===== config.mk =====
export PLATFORM = sky130hd
export DESIGN_NAME = dispense_sequencer
export DESIGN_NICKNAME = d
export VERILOG_FILES = /design/src/rtl/dispense_sequencer_pkg.sv /design/src/rtl/dispense_sequencer_timeout.sv /design/src/rtl/dispense_sequencer.sv
export SDC_FILE = /design/constraint.sdc
export NUM_CORES = 1
export LEC_CHECK = 0
export BUFFER_PORTS_ARGS = -buffer_cell sky130_fd_sc_hd__buf_2
export CORE_UTILIZATION = 25
export DETAILED_ROUTE_END_ITERATION = 8
export PLACE_DENSITY_LB_ADDON = 0.15
export REMOVE_ABC_BUFFERS = 1
export SKIP_CTS_REPAIR_TIMING = 1
export SYNTH_ARGS = -nofsm -noshare
export SYNTH_HDL_FRONTEND = slang
export SYNTH_HIERARCHICAL = 1
export SYNTH_SLANG_ARGS = --single-unit

===== constraint.sdc =====
create_clock -name clock -period 11.2 [get_ports clock]
set_input_delay 1.12 -clock clock [delete_from_list [all_inputs] [get_ports clock]]
set_output_delay 1.12 -clock clock [all_outputs]
set_load 0.01 [all_outputs]

===== src/rtl/dispense_sequencer_pkg.sv =====
// Shared types and constants for the note dispense sequencer.
// Holds state encoding, denomination codes and values, and error codes.
package dispense_sequencer_pkg;

    typedef enum logic [2:0] {
        S_IDLE     = 3'd0,
        S_CHECK    = 3'd1,
        S_PLAN     = 3'd2,
        S_FEED     = 3'd3,
        S_WAIT_ACK = 3'd4,
        S_DONE     = 3'd5,
        S_FAULT    = 3'd6
    } state_e;

    localparam logic [1:0] D500 = 2'd0;
    localparam logic [1:0] D200 = 2'd1;
    localparam logic [1:0] D100 = 2'd2;

    localparam logic [15:0] VAL500 = 16'd5;
    localparam logic [15:0] VAL200 = 16'd2;
    localparam logic [15:0] VAL100 = 16'd1;

    localparam logic [1:0] E_NONE  = 2'd0;
    localparam logic [1:0] E_LIMIT = 2'd1;
    localparam logic [1:0] E_NOTES = 2'd2;
    localparam logic [1:0] E_JAM   = 2'd3;

    function automatic logic [1:0] pick_denom(
        input logic [7:0] p500,
        input logic [7:0] p200
    );
        if (p500 != 8'd0)      return D500;
        else if (p200 != 8'd0) return D200;
        else                   return D100;
    endfunction

endpackage


===== src/rtl/dispense_sequencer_timeout.sv =====
// Per-note acknowledge watchdog: cleared by load, counts while run.
// expired flags the last allowed cycle of the wait window.
module note_timeout_counter #(
    parameter int TIMEOUT = 16
) (
    input  logic clock,
    input  logic reset,
    input  logic load,
    input  logic run,
    output logic expired
);

    localparam int W = $clog2(TIMEOUT + 1);

    logic [W-1:0] cnt_q, cnt_d;

    always_comb begin
        cnt_d = cnt_q;
        if (load)
            cnt_d = '0;
        else if (run && !expired)
            cnt_d = cnt_q + 1'b1;
    end

    always_ff @(posedge clock) begin
        if (reset) cnt_q <= '0;
        else       cnt_q <= cnt_d;
    end

    assign expired = (cnt_q == W'(TIMEOUT - 1));

endmodule


===== src/rtl/dispense_sequencer.sv =====
// Cash dispense sequencer: plans a greedy note mix, then feeds notes
// one at a time, waiting for the exit sensor on each.
module dispense_sequencer
    import dispense_sequencer_pkg::*;
#(
    parameter int TIMEOUT   = 16,
    parameter int MAX_NOTES = 40
) (
    input  logic        clock,
    input  logic        reset,
    input  logic        req,
    input  logic [15:0] amount,
    input  logic        note_ack,
    input  logic        load,
    input  logic [1:0]  load_sel,
    input  logic [7:0]  load_count,
    output logic        busy,
    output logic        feed_en,
    output logic [1:0]  denom_sel,
    output logic        done,
    output logic        fault,
    output logic [1:0]  error_code,
    output logic [7:0]  notes_out,
    output logic [2:0]  state
);

    state_e      state_q, state_d;
    logic [7:0]  cas_q  [3];
    logic [7:0]  cas_d  [3];
    logic [7:0]  plan_q [3];
    logic [7:0]  plan_d [3];
    logic [15:0] rem_q, rem_d;
    logic [7:0]  notes_q, notes_d;
    logic [1:0]  err_q, err_d;
    logic [1:0]  cur_q, cur_d;
    logic [9:0]  total;
    logic [1:0]  pick;
    logic        expired;

    note_timeout_counter #(.TIMEOUT(TIMEOUT)) u_tmo (
        .clock   (clock),
        .reset   (reset),
        .load    (state_q == S_FEED),
        .run     (state_q == S_WAIT_ACK),
        .expired (expired)
    );

    assign total = {2'b0, plan_q[0]} + {2'b0, plan_q[1]}
                 + {2'b0, plan_q[2]};
    assign pick  = pick_denom(plan_q[0], plan_q[1]);

    always_comb begin
        state_d = state_q;
        cas_d   = cas_q;
        plan_d  = plan_q;
        rem_d   = rem_q;
        notes_d = notes_q;
        err_d   = err_q;
        cur_d   = cur_q;
        unique case (state_q)
            S_IDLE: begin
                if (req) begin
                    rem_d   = amount;
                    notes_d = 8'd0;
                    err_d   = E_NONE;
                    plan_d  = '{default: 8'd0};
                    state_d = S_CHECK;
                end else if (load && load_sel != 2'd3) begin
                    cas_d[load_sel] = load_count;
                end
            end
            S_CHECK: begin
                if (rem_q == 16'd0) begin
                    err_d   = E_LIMIT;
                    state_d = S_FAULT;
                end else begin
                    state_d = S_PLAN;
                end
            end
            S_PLAN: begin
                // Limit is checked first so an exact fit over the cap still aborts.
                if (total > 10'(MAX_NOTES)) begin
                    err_d   = E_LIMIT;
                    state_d = S_FAULT;
                end else if (rem_q == 16'd0) begin
                    state_d = S_FEED;
                end else if (rem_q >= VAL500 && plan_q[0] < cas_q[0]) begin
                    plan_d[0] = plan_q[0] + 8'd1;
                    rem_d     = rem_q - VAL500;
                end else if (rem_q >= VAL200 && plan_q[1] < cas_q[1]) begin
                    plan_d[1] = plan_q[1] + 8'd1;
                    rem_d     = rem_q - VAL200;
                end else if (rem_q >= VAL100 && plan_q[2] < cas_q[2]) begin
                    plan_d[2] = plan_q[2] + 8'd1;
                    rem_d     = rem_q - VAL100;
                end else begin
                    err_d   = E_NOTES;
                    state_d = S_FAULT;
                end
            end
            S_FEED: begin
                cur_d   = pick;
                state_d = S_WAIT_ACK;
            end
            S_WAIT_ACK: begin
                if (note_ack) begin
                    if (cas_q[cur_q] != 8'd0)
                        cas_d[cur_q] = cas_q[cur_q] - 8'd1;
                    if (plan_q[cur_q] != 8'd0)
                        plan_d[cur_q] = plan_q[cur_q] - 8'd1;
                    notes_d = notes_q + 8'd1;
                    state_d = (total > 10'd1) ? S_FEED : S_DONE;
                end else if (expired) begin
                    err_d   = E_JAM;
                    state_d = S_FAULT;
                end
            end
            S_DONE:  state_d = S_IDLE;
            S_FAULT: state_d = S_IDLE;
            default: state_d = S_IDLE;
        endcase
    end

    always_ff @(posedge clock) begin
        if (reset) begin
            state_q <= S_IDLE;
            cas_q   <= '{default: 8'd0};
            plan_q  <= '{default: 8'd0};
            rem_q   <= 16'd0;
            notes_q <= 8'd0;
            err_q   <= E_NONE;
            cur_q   <= D500;
        end else begin
            state_q <= state_d;
            cas_q   <= cas_d;
            plan_q  <= plan_d;
            rem_q   <= rem_d;
            notes_q <= notes_d;
            err_q   <= err_d;
            cur_q   <= cur_d;
        end
    end

    assign busy       = (state_q != S_IDLE);
    assign feed_en    = (state_q == S_FEED);
    assign denom_sel  = (state_q == S_FEED) ? pick : cur_q;
    assign done       = (state_q == S_DONE);
    assign fault      = (state_q == S_FAULT);
    assign error_code = err_q;
    assign notes_out  = notes_q;
    assign state      = state_q;

endmodule


---- Word-level counts from Yosys, hierarchy flattened ----
Index checks and enable logic that the tools add are counted.
operators by class
  $add $sub $neg .......................... 12
  magnitude comparators ................... 12
  eq/ne operators ......................... 33
  mux-type cells .......................... 63
  bitwise operators ....................... 2
  reductions and logical operators ........ 28
operator list
  kind                                                                     number
  24-bit 2-to-1 mux                                                        9
  16-bit 2-to-1 mux                                                        7
  8-bit 2-to-1 mux                                                         12
  24-bit bitwise mux                                                       3
  24-bit one-hot mux with 3 select lines                                   1
  24-bit one-hot mux with 2 select lines                                   1
  2-bit != test (second input constant)                                    17
  8-bit by 1-bit adder with 8-bit output (second input constant)           4
  8-bit binary-select mux with 2-bit select                                2
  8-bit demux with 2-bit select                                            2
  16-bit one-hot mux with 2 select lines                                   1
  8-bit nonzero test                                                       4
  3-bit 2-to-1 mux                                                         10
  8-bit less-than comparator                                               3
  2-bit 2-to-1 mux                                                         12
  9-bit AND reduction                                                      2
  16-bit by 1-bit >= comparator with 1-bit output (second input constant)  1
  16-bit by 2-bit >= comparator with 1-bit output (second input constant)  1
  16-bit by 3-bit >= comparator with 1-bit output (second input constant)  1
  16-bit logical NOT                                                       1
  4-bit != test (second input constant)                                    4
  8-bit one-hot mux with 2 select lines                                    1
  16-bit by 1-bit subtractor with 16-bit output (second input constant)    1
  16-bit by 2-bit subtractor with 16-bit output (second input constant)    1
  other kinds (28)                                                         49
storage, ports and cells
  register bits after elaboration ......... 84
  input bits .............................. 31
  output and inout bits ................... 19
  word-level logic and storage cells ...... 162

---- Longest topological paths before layout ----
Gate-level depths: netlist (run 1).
  depth after elaboration ................. 9
  mapped depth ............................ 13
  gate-level depth less buffers ........... 12

---- Cells and area by module ----
Netlist (run 1), hierarchy kept.
by module, submodules not included
  module                instances  cells each  area each (µm²)  sequential area each (µm²)
  dispense_sequencer    1          821         6,432.4          1,581.5
  note_timeout_counter  1          26          241.5            100.1

---- Least setup slack after synthesis (run 1) ----
No wires, ideal clock.
  kind .................................... reg2reg
  start point ............................. register plan_q[1] (netlist name)
  end point ............................... register plan_q[12] (netlist name)
  setup time .............................. 117 ps
  arrival ................................. 3,534 ps
  data required time ...................... 11,083 ps
  slack ................................... 7,549 ps
  cell stages (with the launch flop) ...... 13
  buffers on the path ..................... 0
  clock period less this slack ............ 3,651 ps
  cell sequence ........................... dfxtp_1 > fa_1 > ha_1 > inv_1 > fa_1 > nor3b_1 > o221ai_1 > a211oi_1 > o31ai_4 > o31ai_4 > nand2_4 > or3_1 > a32o_1
on the way
  longest elaborated chain between the ends .. 8
  elaborated cells on any way between the ends .. 14
  classes of those cells .................. add/sub (2); order compare (1); eq/ne (2); mux (7); reduce/logical (2)
RTL lines
  element                                                                          RTL line                   source
  start, declared                                                                  dispense_sequencer.sv:30   logic [7:0] plan_q [3];
  start signal, assigned                                                           dispense_sequencer.sv:136  plan_q <= plan_d;
  branches (longest 8 deep; another with 9-bit by 8-bit adder with 10-bit output)  n/a
Several ways; the timed one is not identified. The select of a mux whose other input is x is not followed.
A chain may end at the register's enable or synchronous reset.

---- Worst setup path after layout (run 1) ----
  start point ............................. register plan_q[1] (netlist name)
  end point ............................... register plan_q[4] (netlist name)
on the way
  longest elaborated chain between the ends .. 8
  elaborated cells on any way between the ends .. 23
  classes of those cells .................. add/sub (3); order compare (2); eq/ne (3); mux (12); reduce/logical (3)
RTL lines
  element
  branches (longest 8 deep; another with 9-bit by 8-bit adder with 10-bit output)
Several ways; the timed one is not identified. The select of a mux whose other input is x is not followed.

==> results by group, run 1 <==
Run status
  • Outcome: finished with violations
  • Violated checks: DRC

Logic synthesis
  • Most instantiated library cell after synthesis: nor2_1
  • Number of enable flip-flop cells after synthesis: 0
  • Post-synth top area share: roughly a quarter
  • Post-synthesis async set-or-reset flop share: 0%
  • Post-synth top flop: dfxtp_1
  • Top cells by count, synth: 92 x nor2_1, 84 x dfxtp_1, 71 x nand2_1
  • Syn Area/Cell: 7.88 um^2
  • Leading area contributor after synthesis: dfxtp_1
  • #FFs+latches synth: 84
  • Sequential element share of the synthesized area: 25.2%
  • Largest cells by area after synthesis: dfxtp_1 25%, ha_1 8.4%, nor2_1 5.2%, a21oi_1 4.9%, o21ai_0 4.0%
  • Post-Synthesis Cells: approximately 850
  • Unique masters post-synth: 79
  • Yosys warnings: 6
  • Synthesized cell area: approximately 6700 um^2

Timing
  • Clock skew: roughly 5.3 ps
  • Max transition margin: a little under two fifths
  • Worst-Margin Slew: a little over 900 ps
  • Max Clk Rate: around 0.23 GHz
  • Setup tns final: 0 ps
  • RSZ-0062 raised after global routing: false
  • Final worst setup slack: 6910 ps
  • Final setup fails: 0
  • Period utilization: a little under two fifths
  • Slew Viols, Final: 0
  • Final hold vios: 0
  • Worst hold slack: about 470 ps
  • Min Tclk post-route: approximately 4300 ps

Detailed routing
  • Post-detailed-route DRC marker count: 8
  • Met3 WL: 797 um
  • WL per Instance: ~19 um
  • ANT nets after route: 0
  • M1 WL: between 10000 and 15000 um
  • Via-to-Cell Ratio: between 5 and 6
  • WL final: 23600 um
  • Detailed Routing Iterations Pass 1: 7
  • 1st-iter DRT viols: 395
  • Highest Signal Layer: met4
  • Via Count: 6396
  • Met2 wire length: 10600 um

Layout
  • Share of cells above drive strength 1: between 10% and 20%
  • Area Overhead vs Synth: 14.0%
  • Fin util: between 20% and 30%
  • Filler cell count: around 2900
  • Post-route cell area: roughly 7600 um^2
  • # diodes: 0
  • NumNets Final: ~960
  • Layout Cells excl Fill: 1218

Worst setup path
  • Startpoint Class: flop
  • Worst EP required: 11460 ps
  • CP Class: flop to flop
  • CP Capture Type: flop
  • CP Data Arrival Time: between 4000 and 5000 ps
  • Max FO, Critical Path: 11

Place
  • Post-DP Area: between 7000 and 8000 um^2
  • Port bufs: 49
  • Placed cell count: 1202
  • RePlAce Congestion: ~0.80
  • Worst slack, placed: roughly 7000 ps
  • Hpwl dp: 17200 um

Job
  • # Max-Cap Violations: 0

Clocking
  • CTS tree: built
  • CTS root buf: clkbuf_16
  • Clock tree sinks: 84
  • CTS max path bufs: 2
  • Worst-path clk slew: approximately 70 ps
  • Clk_lat worst skew: 350 ps
  • TritonCTS buffer count: 9
  • H-tree depth: 3

Die
  • FP Rows: 59
  • Die X: roughly 170 um
  • I/O Pins: 50
  • Die height: between 150 and 200 um
  • Starting Density: between 20% and 30%
  • Die Area: ~27000 um^2
  • Core area: between 20000 and 30000 um^2

Global routing
  • GRT Total Usage: 17.9%
  • First-pass GRT wire length: ~37000 um
  • Number of global-route vias before repair: 6221
  • Largest net degree at the start of global routing: 50
  • Initial antenna violation count: 0
  • Gr ovfl total: 0

Power
  • IR drop worst, VDD: approximately 0.13 mV
  • Clock power frac: 15.6%
  • Switching share of power: 52.9%
  • Int Power: about 1.1 mW
  • Comb pwr share: a little over three fifths
  • Net Switching: 1.25 mW
  • Sequential group share of total power: 21.6%
  • Leak pwr: approximately 2.8 nW
  • Power Dens Cells: between 300 and 400 nW/um^2
  • Tot Pwr: approximately 2.4 mW

Hold path
  • HP Class: flop to flop
## state kept, by name (all words and copies together) (netlist names)
| name | count |
|---|---|
| cas_q | 24 |
| plan_q | 24 |
| rem_q | 16 |
| notes_out | 8 |
| u_tmo/cnt_q | 5 |
| state | 3 |
| cur_q | 2 |
| error_code | 2 |
## cell families (layout without fill, tap and decap cells)
| group | Yosys count | after routing | synth area share [%] |
|---|---|---|---|
| AO/OA/AOI/OAI | 278 | 278 | 29.9 |
| XOR/XNOR | 27 | 27 | 3.54 |
| adder cells (fa/ha/maj) | 54 | 54 | 11.1 |
| buffers and inverters | 93 | 129 | 5.76 |
| flip-flops | 84 | 84 | 25.2 |
| multiplexers | 20 | 20 | 3.00 |
| AND/OR/NAND/NOR | 291 | 291 | 21.5 |
## final timing paths
path,endpoint,startpoint,slack (ps),depth (start not counted)
worst min-delay path,error_code[1],error_code[1],470,1
worst max-delay path,plan_q[4],plan_q[1],6910,11
worst min register to register,error_code[1],error_code[1],470,1
worst max register to register,plan_q[4],plan_q[1],6910,11
## critical path, cell delays in order (launching register included)
cell and delay, ps:
dfxtp_1 420, fa_1 580, ha_1 200, inv_1 70, fa_1 490, nor3b_1 270, o221ai_1 170, a211oi_1 460
o31ai_4 190, o31ai_2 790, nand2_1 250, o32ai_1 300
## layout by cell type, fill, tap and decap left out, drive strengths merged, types with 6 or more instances in the layout
| cell | n |
|---|---|
| o22ai | 6 |
| o31ai | 9 |
| a32o | 7 |
| o21a | 7 |
| inv | 50 |
| ha | 45 |
| a221oi | 6 |
| and3 | 11 |
| a22o | 7 |
| nand2b | 6 |
| mux2i | 20 |
| a22oi | 15 |
| nor3 | 24 |
| a21oi | 66 |
| or3 | 7 |
| xnor2 | 11 |
| buf | 62 |
| a31oi | 9 |
| nor4 | 8 |
| nor2b | 9 |
| nand4 | 8 |
| nand3 | 24 |
| dfxtp | 84 |
| fa | 9 |
| o21ai | 54 |
| nor3b | 7 |
| clkbuf | 11 |
| o2bb2ai | 13 |
| and2 | 10 |
| a211oi | 30 |
| nand2 | 73 |
| nor2 | 92 |
| xor2 | 16 |
| o211ai | 7 |
## cell type report
cell class                 instances  area, um^2  share of cell area [%]
tap                              335         419                    5.51
clock inverter                     5         108                    1.41
multi-input combinational        670        4610                    60.6
timing repair buffer              62         343                    4.51
inverter                          51         191                    2.52
clock buffer                      11         253                    3.32
sequential                        84        1680                    22.1
## power by group through the flow
stage,clock [mW],combinational (mW),sequential [mW]
after floorplan,0,1.04,0.471
after global placement,0,1.48,0.513
after detailed placement,0,1.47,0.513
after CTS,0.378,1.48,0.507
after global routing,0.389,1.64,0.524
final,0.369,1.48,0.508
## metal layers
metal | vias up | track usage, %
li1 | 3194 | -
met5 | - | 0
met2 | 126 | 28.6
met1 | 3044 | 24.2
met4 | 0 | 6.16
met3 | 32 | 2.80
No activity file was read; power rests on OpenSTA's default activity.
==> run 2: changes to the inputs <==
==> constraint.sdc (replaced) <==
create_clock -name clock -period 4.3 [get_ports clock]
set_input_delay 0.43 -clock clock [delete_from_list [all_inputs] [get_ports clock]]
set_output_delay 0.43 -clock clock [all_outputs]
set_load 0.01 [all_outputs]
==> run 2 against run 1 <==
  * Critical path depth rose by 1
  * Setup slack got worse by 6600 ps
  * Clock skew rose by 6.2 ps
  * The run still ends with DRC left
  * Cell count rose by 1.9%
  * Core utilization rose by 0.57 points
  * Die area did not move
  * Sequential power rose by 140%
  * First-iteration DRC count rose by 12%
  * Combinational power rose to 2.8 times the previous value
==> results by group, run 2 (synthesized netlist as in run 1, its figures left out) <==
Timing
  • Min Tclk post-route: 4030 ps (-257 ps)
  • Slew Viols, Final: 0 (unchanged)
  • Period utilization: 93.8% (+55 points)
  • RSZ-0062 raised after global routing: false
  • Final worst setup slack: 266 ps (-6640 ps)
  • Setup tns final: 0 ps (unchanged)
  • Final setup fails: 0 (unchanged)
  • Clock skew: 11.5 ps (+6.23 ps)
  • Final hold vios: 0 (unchanged)
  • Max Clk Rate: 0.248 GHz (+6.4%)
  • Worst-Margin Slew: 816 ps (-118 ps)
  • Max transition margin: 45.5% (+7.9 points)

Die
  • Starting Density: 25.5% (unchanged)
  • Core area: 26100 um^2 (unchanged)
  • Die X: 165 um (unchanged)
  • Die height: 165 um (unchanged)
  • Die Area: 27400 um^2 (unchanged)
  • FP Rows: 59 (unchanged)
  • I/O Pins: 50 (unchanged)

Global routing
  • Gr ovfl total: 0 (unchanged)
  • Number of global-route vias before repair: 6194 (-0.43%)
  • Largest net degree at the start of global routing: 61 (+22%)
  • Initial antenna violation count: 0 (unchanged)
  • First-pass GRT wire length: 37300 um (+1.3%)
  • GRT Total Usage: 18.3% (+0.41 points)

Detailed routing
  • ANT nets after route: 0 (unchanged)
  • Post-detailed-route DRC marker count: 8 (unchanged)
  • Detailed Routing Iterations Pass 1: 7 (unchanged)
  • 1st-iter DRT viols: 444 (+12%)
  • WL per Instance: 19.4 um (-0.19%)
  • Via-to-Cell Ratio: 5.28 (+0.56%)
  • WL final: 24000 um (+1.7%)
  • Via Count: 6553 (+2.5%)

Layout
  • # diodes: 0 (unchanged)
  • Layout Cells excl Fill: 1241 (+1.9%)
  • Area Overhead vs Synth: 16.3%
  • Biggest regs: cas_q x24, plan_q x24, rem_q x16
  • NumNets Final: 986 (+2.4%)
  • Register Area: 1680 um^2 (unchanged)
  • Commonest non-fill, non-tap cells in the layout: 92 x nor2_1, 84 x dfxtp_1, 71 x nand2_1
  • Area of the multi-input gates: 4610 um^2 (unchanged)
  • Commonest non-fill, non-tap cell in the layout: nor2_1
  • Filler cell count: 2898 (+0.45%)
  • Share of cells above drive strength 1: 14.9% (+2.2 points)

Power
  • IR drop worst, VDD: 0.316 mV (+150%)
  • Tot Pwr: 6.16 mW (+160%)
  • Power Dens Cells: 795 nW/um^2 (+160%)
  • Leak pwr: 2.94 nW (+3.6%)

Clocking
  • Clock tree sinks: 84 (unchanged)
  • TritonCTS buffer count: 9 (unchanged)
  • H-tree depth: 3 (unchanged)
  • CTS root buf: clkbuf_16
  • CTS tree: built
  • Clk_lat worst skew: 360 ps (about the same)
  • CTS max path bufs: 2 (unchanged)
  • Worst-path clk slew: 70 ps (about the same)

Worst setup path
  • Max FO, Critical Path: 15 (+4)
  • CP Class: flop to flop
  • Worst path max stage delay: 540 ps (-250 ps)
  • CP Launch Point: plan_q[1]
  • Startpoint Class: flop
  • Critical-path cell list: fa_1 > ha_1 > inv_1 > fa_1 > nor3b_1 > o221ai_1 > a211oi_1 > o31ai_4 > or2_1 > o31a_1 > nor2_1 > a32o_1
  • CP Capture Type: flop
  • Critical path's slowest cell: fa_1
  • CP most frequent cell: fa_1
  • Worst EP required: 4600 ps (-6860 ps)
  • Reg-to-reg slack, setup: 270 ps (-6640 ps)
  • CP Data Arrival Time: 4330 ps (-220 ps)
  • Worst r2r src: plan_q[1]

Place
  • RePlAce Congestion: 0.854 (+6.9%)
  • Worst slack, placed: 233 ps (-6740 ps)
  • Hpwl dp: 17900 um (+3.6%)
  • Port bufs: 49 (unchanged)
  • Placed cell count: 1225 (+1.9%)

Run status
  • Violated checks: DRC
  • Outcome: finished with violations

Hold path
  • HP Class: input port to flop
  • Hold path start: amount[14]

Job
  • # Max-Cap Violations: 0 (unchanged)
==> run 2: final timing paths <==
path / end / cells past startpoint
setup / recovery: rem_q[10] / 12
hold / removal: rem_q[14] / 3
setup reg to reg: rem_q[10] / 12
hold reg to reg: error_code[1] / 1
==> run 2: power breakdown <==
group	leakage [nW]	internal, mW	switching (mW)
Clock	0.152	0.484	0.358
Sequential	0.683	0.968	0.247
Combinational	2.11	1.42	2.68
Total	2.94	2.87	3.29
==> run 2: cell type report <==
cell class / count / area share (%)
Multi-Input combinational cell: 670 / 59.5
Inverter: 51 / 2.47
Sequential cell: 84 / 21.7
Clock buffer: 11 / 3.26
Clock inverter: 5 / 0.774
Timing Repair Buffer: 85 / 6.97
Tap cell: 335 / 5.40
==> run 2: per-layer routing <==
| layer | wire, um | part of all wire (%) | vias up | global-route usage (%) |
|---|---|---|---|---|
| met5 | 0 | 0 | - | 0 |
| met4 | 525 | 2.2 | 0 | 6.03 |
| met3 | 1070 | 4.5 | 30 | 2.87 |
| met2 | 10700 | 45 | 152 | 28.8 |
| met1 | 11700 | 49 | 3134 | 25.2 |
| li1 | - | - | 3237 | - |
==> run 2: critical path, delay by kind of cell (launching register included) <==
family	cells	cell delay [ps]
adders and majority gates	3	1240
DFF	1	330
and+or+nand+nor	3	860
AOI/OAI and AO/OA	5	1470
buffers and inverters	1	70
==> run 2: per-stage QoR <==
stage	hold WS (ps)	instance area, um^2	utilization (%)
after floorplan	451	6480	-
after global placement	460	7450	28.5
after detailed placement	469	7450	28.5
after CTS	322	7760	29.7
after global routing	338	7760	29.7
final	339	7760	29.7
==> run 3: changes to the inputs <==
--- a/config.mk
+++ b/config.mk
@@ -6,7 +6,7 @@
 export NUM_CORES = 1
 export LEC_CHECK = 0
 export BUFFER_PORTS_ARGS = -buffer_cell sky130_fd_sc_hd__buf_2
-export CORE_UTILIZATION = 25
+export CORE_UTILIZATION = 40
 export DETAILED_ROUTE_END_ITERATION = 8
 export PLACE_DENSITY_LB_ADDON = 0.15
 export REMOVE_ABC_BUFFERS = 1
==> run 3 against run 2 <==
  * The flow now finishes without violations
  * Clock-buffer cell count decreased by 2
  * Critical endpoint is now plan_q[12]
  * Total power is 2.7% lower
  * Routed wire length shrank 12%
  * Global-route usage up 6.9 points
==> results by group, run 3 (synthesized netlist as in run 1, its figures left out) <==
Die
  • Starting Density: 41.6% (+16 points)
  • Die X: 131 um (-21%)
  • FP Rows: 46 (-22%)
  • Die height: 131 um (-21%)
  • I/O Pins: 50 (unchanged)
  • Core area: 16100 um^2 (-39%)
  • Die Area: 17200 um^2 (-37%)

Timing
  • Clock skew: 8.27 ps (-3.22 ps)
  • RSZ-0062 raised after global routing: false
  • Final setup fails: 0 (unchanged)
  • Min Tclk post-route: 3930 ps (-100 ps)
  • Period utilization: 91.5% (-2.3 points)
  • Final hold vios: 0 (unchanged)
  • Final worst setup slack: 366 ps (+100 ps)
  • Worst-Margin Slew: 914 ps (+97.7 ps)
  • Slew Viols, Final: 0 (unchanged)
  • Max transition margin: 39.0% (-6.5 points)
  • Max Clk Rate: 0.254 GHz (+2.5%)
  • Setup tns final: 0 ps (unchanged)
  • Worst hold slack: 351 ps (+12.8 ps)

Worst setup path
  • FF-to-FF End: plan_q[12]
  • CP delay by family, top: compound AO/OA/AOI/OAI gates
  • Buf/Inv on CP: 1 (unchanged)
  • Worst r2r src: plan_q[17]
  • Max FO, Critical Path: 9 (-6)
  • Reg-to-reg slack, setup: 370 ps (+100 ps)
  • Critical path's slowest cell: fa_1
  • CP Class: flop to flop
  • CP Capture Type: flop
  • Worst r2r path cells: 12 (unchanged)
  • Critical-path cell list: fa_1 > ha_1 > inv_1 > fa_1 > nor3b_1 > o221ai_1 > a211oi_2 > o31ai_4 > o31ai_4 > nand2_4 > or3_1 > a32o_1
  • Worst EP required: 4550 ps (-50 ps)
  • Worst path max stage delay: 520 ps (-20 ps)
  • CP Data Arrival Time: 4190 ps (-140 ps)
  • Startpoint Class: flop

Layout
  • Commonest non-fill, non-tap cells in the layout: 92 x nor2_1, 84 x dfxtp_1, 71 x nand2_1
  • Fin util: 46.9% (+17 points)
  • Area Overhead vs Synth: 12.9%
  • # diodes: 0 (unchanged)
  • Layout Cells excl Fill: 1115 (-10%)
  • Filler cell count: 1630 (-44%)
  • Share of cells above drive strength 1: 14.5% (-0.44 points)
  • Commonest non-fill, non-tap cell in the layout: nor2_1
  • NumNets Final: 979 (-0.71%)
  • Biggest regs: cas_q x24, plan_q x24, rem_q x16

Power
  • Power Dens Cells: 796 nW/um^2 (+0.16%)
  • IR drop worst, VDD: 0.318 mV (+0.61%)
  • Leak pwr: 2.90 nW (-1.4%)

Clocking
  • Clk_lat worst skew: 360 ps (about the same)
  • CTS max path bufs: 2 (unchanged)
  • Clock tree sinks: 84 (unchanged)
  • H-tree depth: 3 (unchanged)
  • Worst-path clk slew: 70 ps (about the same)
  • TritonCTS buffer count: 9 (unchanged)
  • CTS tree: built
  • CTS root buf: clkbuf_16

Hold path
  • HP Class: input port to flop
  • Hold path endpoint: rem_q[14]
  • Hold path start: amount[14]
  • Hold Path Cell Cnt: 3 (unchanged)

Place
  • Port bufs: 49 (unchanged)
  • Placed cell count: 1099 (-10%)
  • RePlAce Congestion: 0.837 (-2.0%)
  • Worst slack, placed: 237 ps (+3.92 ps)
  • Hpwl dp: 15200 um (-15%)

Detailed routing
  • Via Count: 6642 (+1.4%)
  • Detailed Routing Iterations Pass 1: 5 (-2)
  • WL per Instance: 18.9 um (-2.1%)
  • Post-detailed-route DRC marker count: 0 (-8)
  • ANT nets after route: 0 (unchanged)
  • Via-to-Cell Ratio: 5.96 (+13%)
  • WL final: 21100 um (-12%)
  • 1st-iter DRT viols: 533 (+20%)

Global routing
  • First-pass GRT wire length: 34100 um (-8.7%)
  • Number of global-route vias before repair: 6134 (-0.97%)
  • GRT Total Usage: 25.2% (+6.9 points)
  • Largest net degree at the start of global routing: 61 (unchanged)
  • Initial antenna violation count: 0 (unchanged)
  • Gr ovfl total: 0 (unchanged)

Job
  • # Max-Cap Violations: 0 (unchanged)

Run status
  • Outcome: finished clean
## run 3: metal layers
metal,up-vias,share of wire [%],track usage [%]
met5,-,0,0
met4,0,3.7,12.2
met3,48,6.3,4.09
met2,244,43,38.2
met1,3134,47,34.4
li1,3216,-,-
## run 3: metrics by stage
stage          cell area (um^2)  power (mW)
2_1_floorplan              6480        3.93
3_3_place_gp               7220        5.10
3_5_place_dp               7220        5.09
4_1_cts                    7530        5.95
5_1_grt                    7540        6.46
6_report                   7540        6.00
## run 3: worst max path at each step
stage                     from         end  slack, ps  depth (start not counted)
finish              plan_q[17]  plan_q[12]        370                         12
global route        plan_q[17]  plan_q[12]        110                         12
CTS                 plan_q[17]    rem_q[1]        220                         11
detailed placement  plan_q[17]    rem_q[1]        240                         11
global placement    plan_q[17]    rem_q[1]        350                         11
floorplan            plan_q[1]    rem_q[3]        430                         12
## run 3: report_power, final
group | switching, mW | internal, mW
clock network | 0.370 | 0.461
registers | 0.277 | 0.967
logic | 2.55 | 1.37
total | 3.19 | 2.80
## run 3: final cells by class
cell class                 instances  area [um^2]  share of cell area (%)
multi-input combinational        670         4620                    61.3
sequential                        84         1680                    22.3
timing repair buffer              78          463                    6.14
tap                              216          270                    3.59
clock buffer                       9          225                    2.99
inverter                          51          191                    2.54
clock inverter                     7         86.3                    1.15
## run 3: worst register-to-register path, delay by kind of cell, from the launching register on
family | cells | cell delay (ps)
compound gates | 5 | 1380
fa+ha+maj | 3 | 1210
buf+inv | 1 | 70
flops | 1 | 380
simple gates | 3 | 800
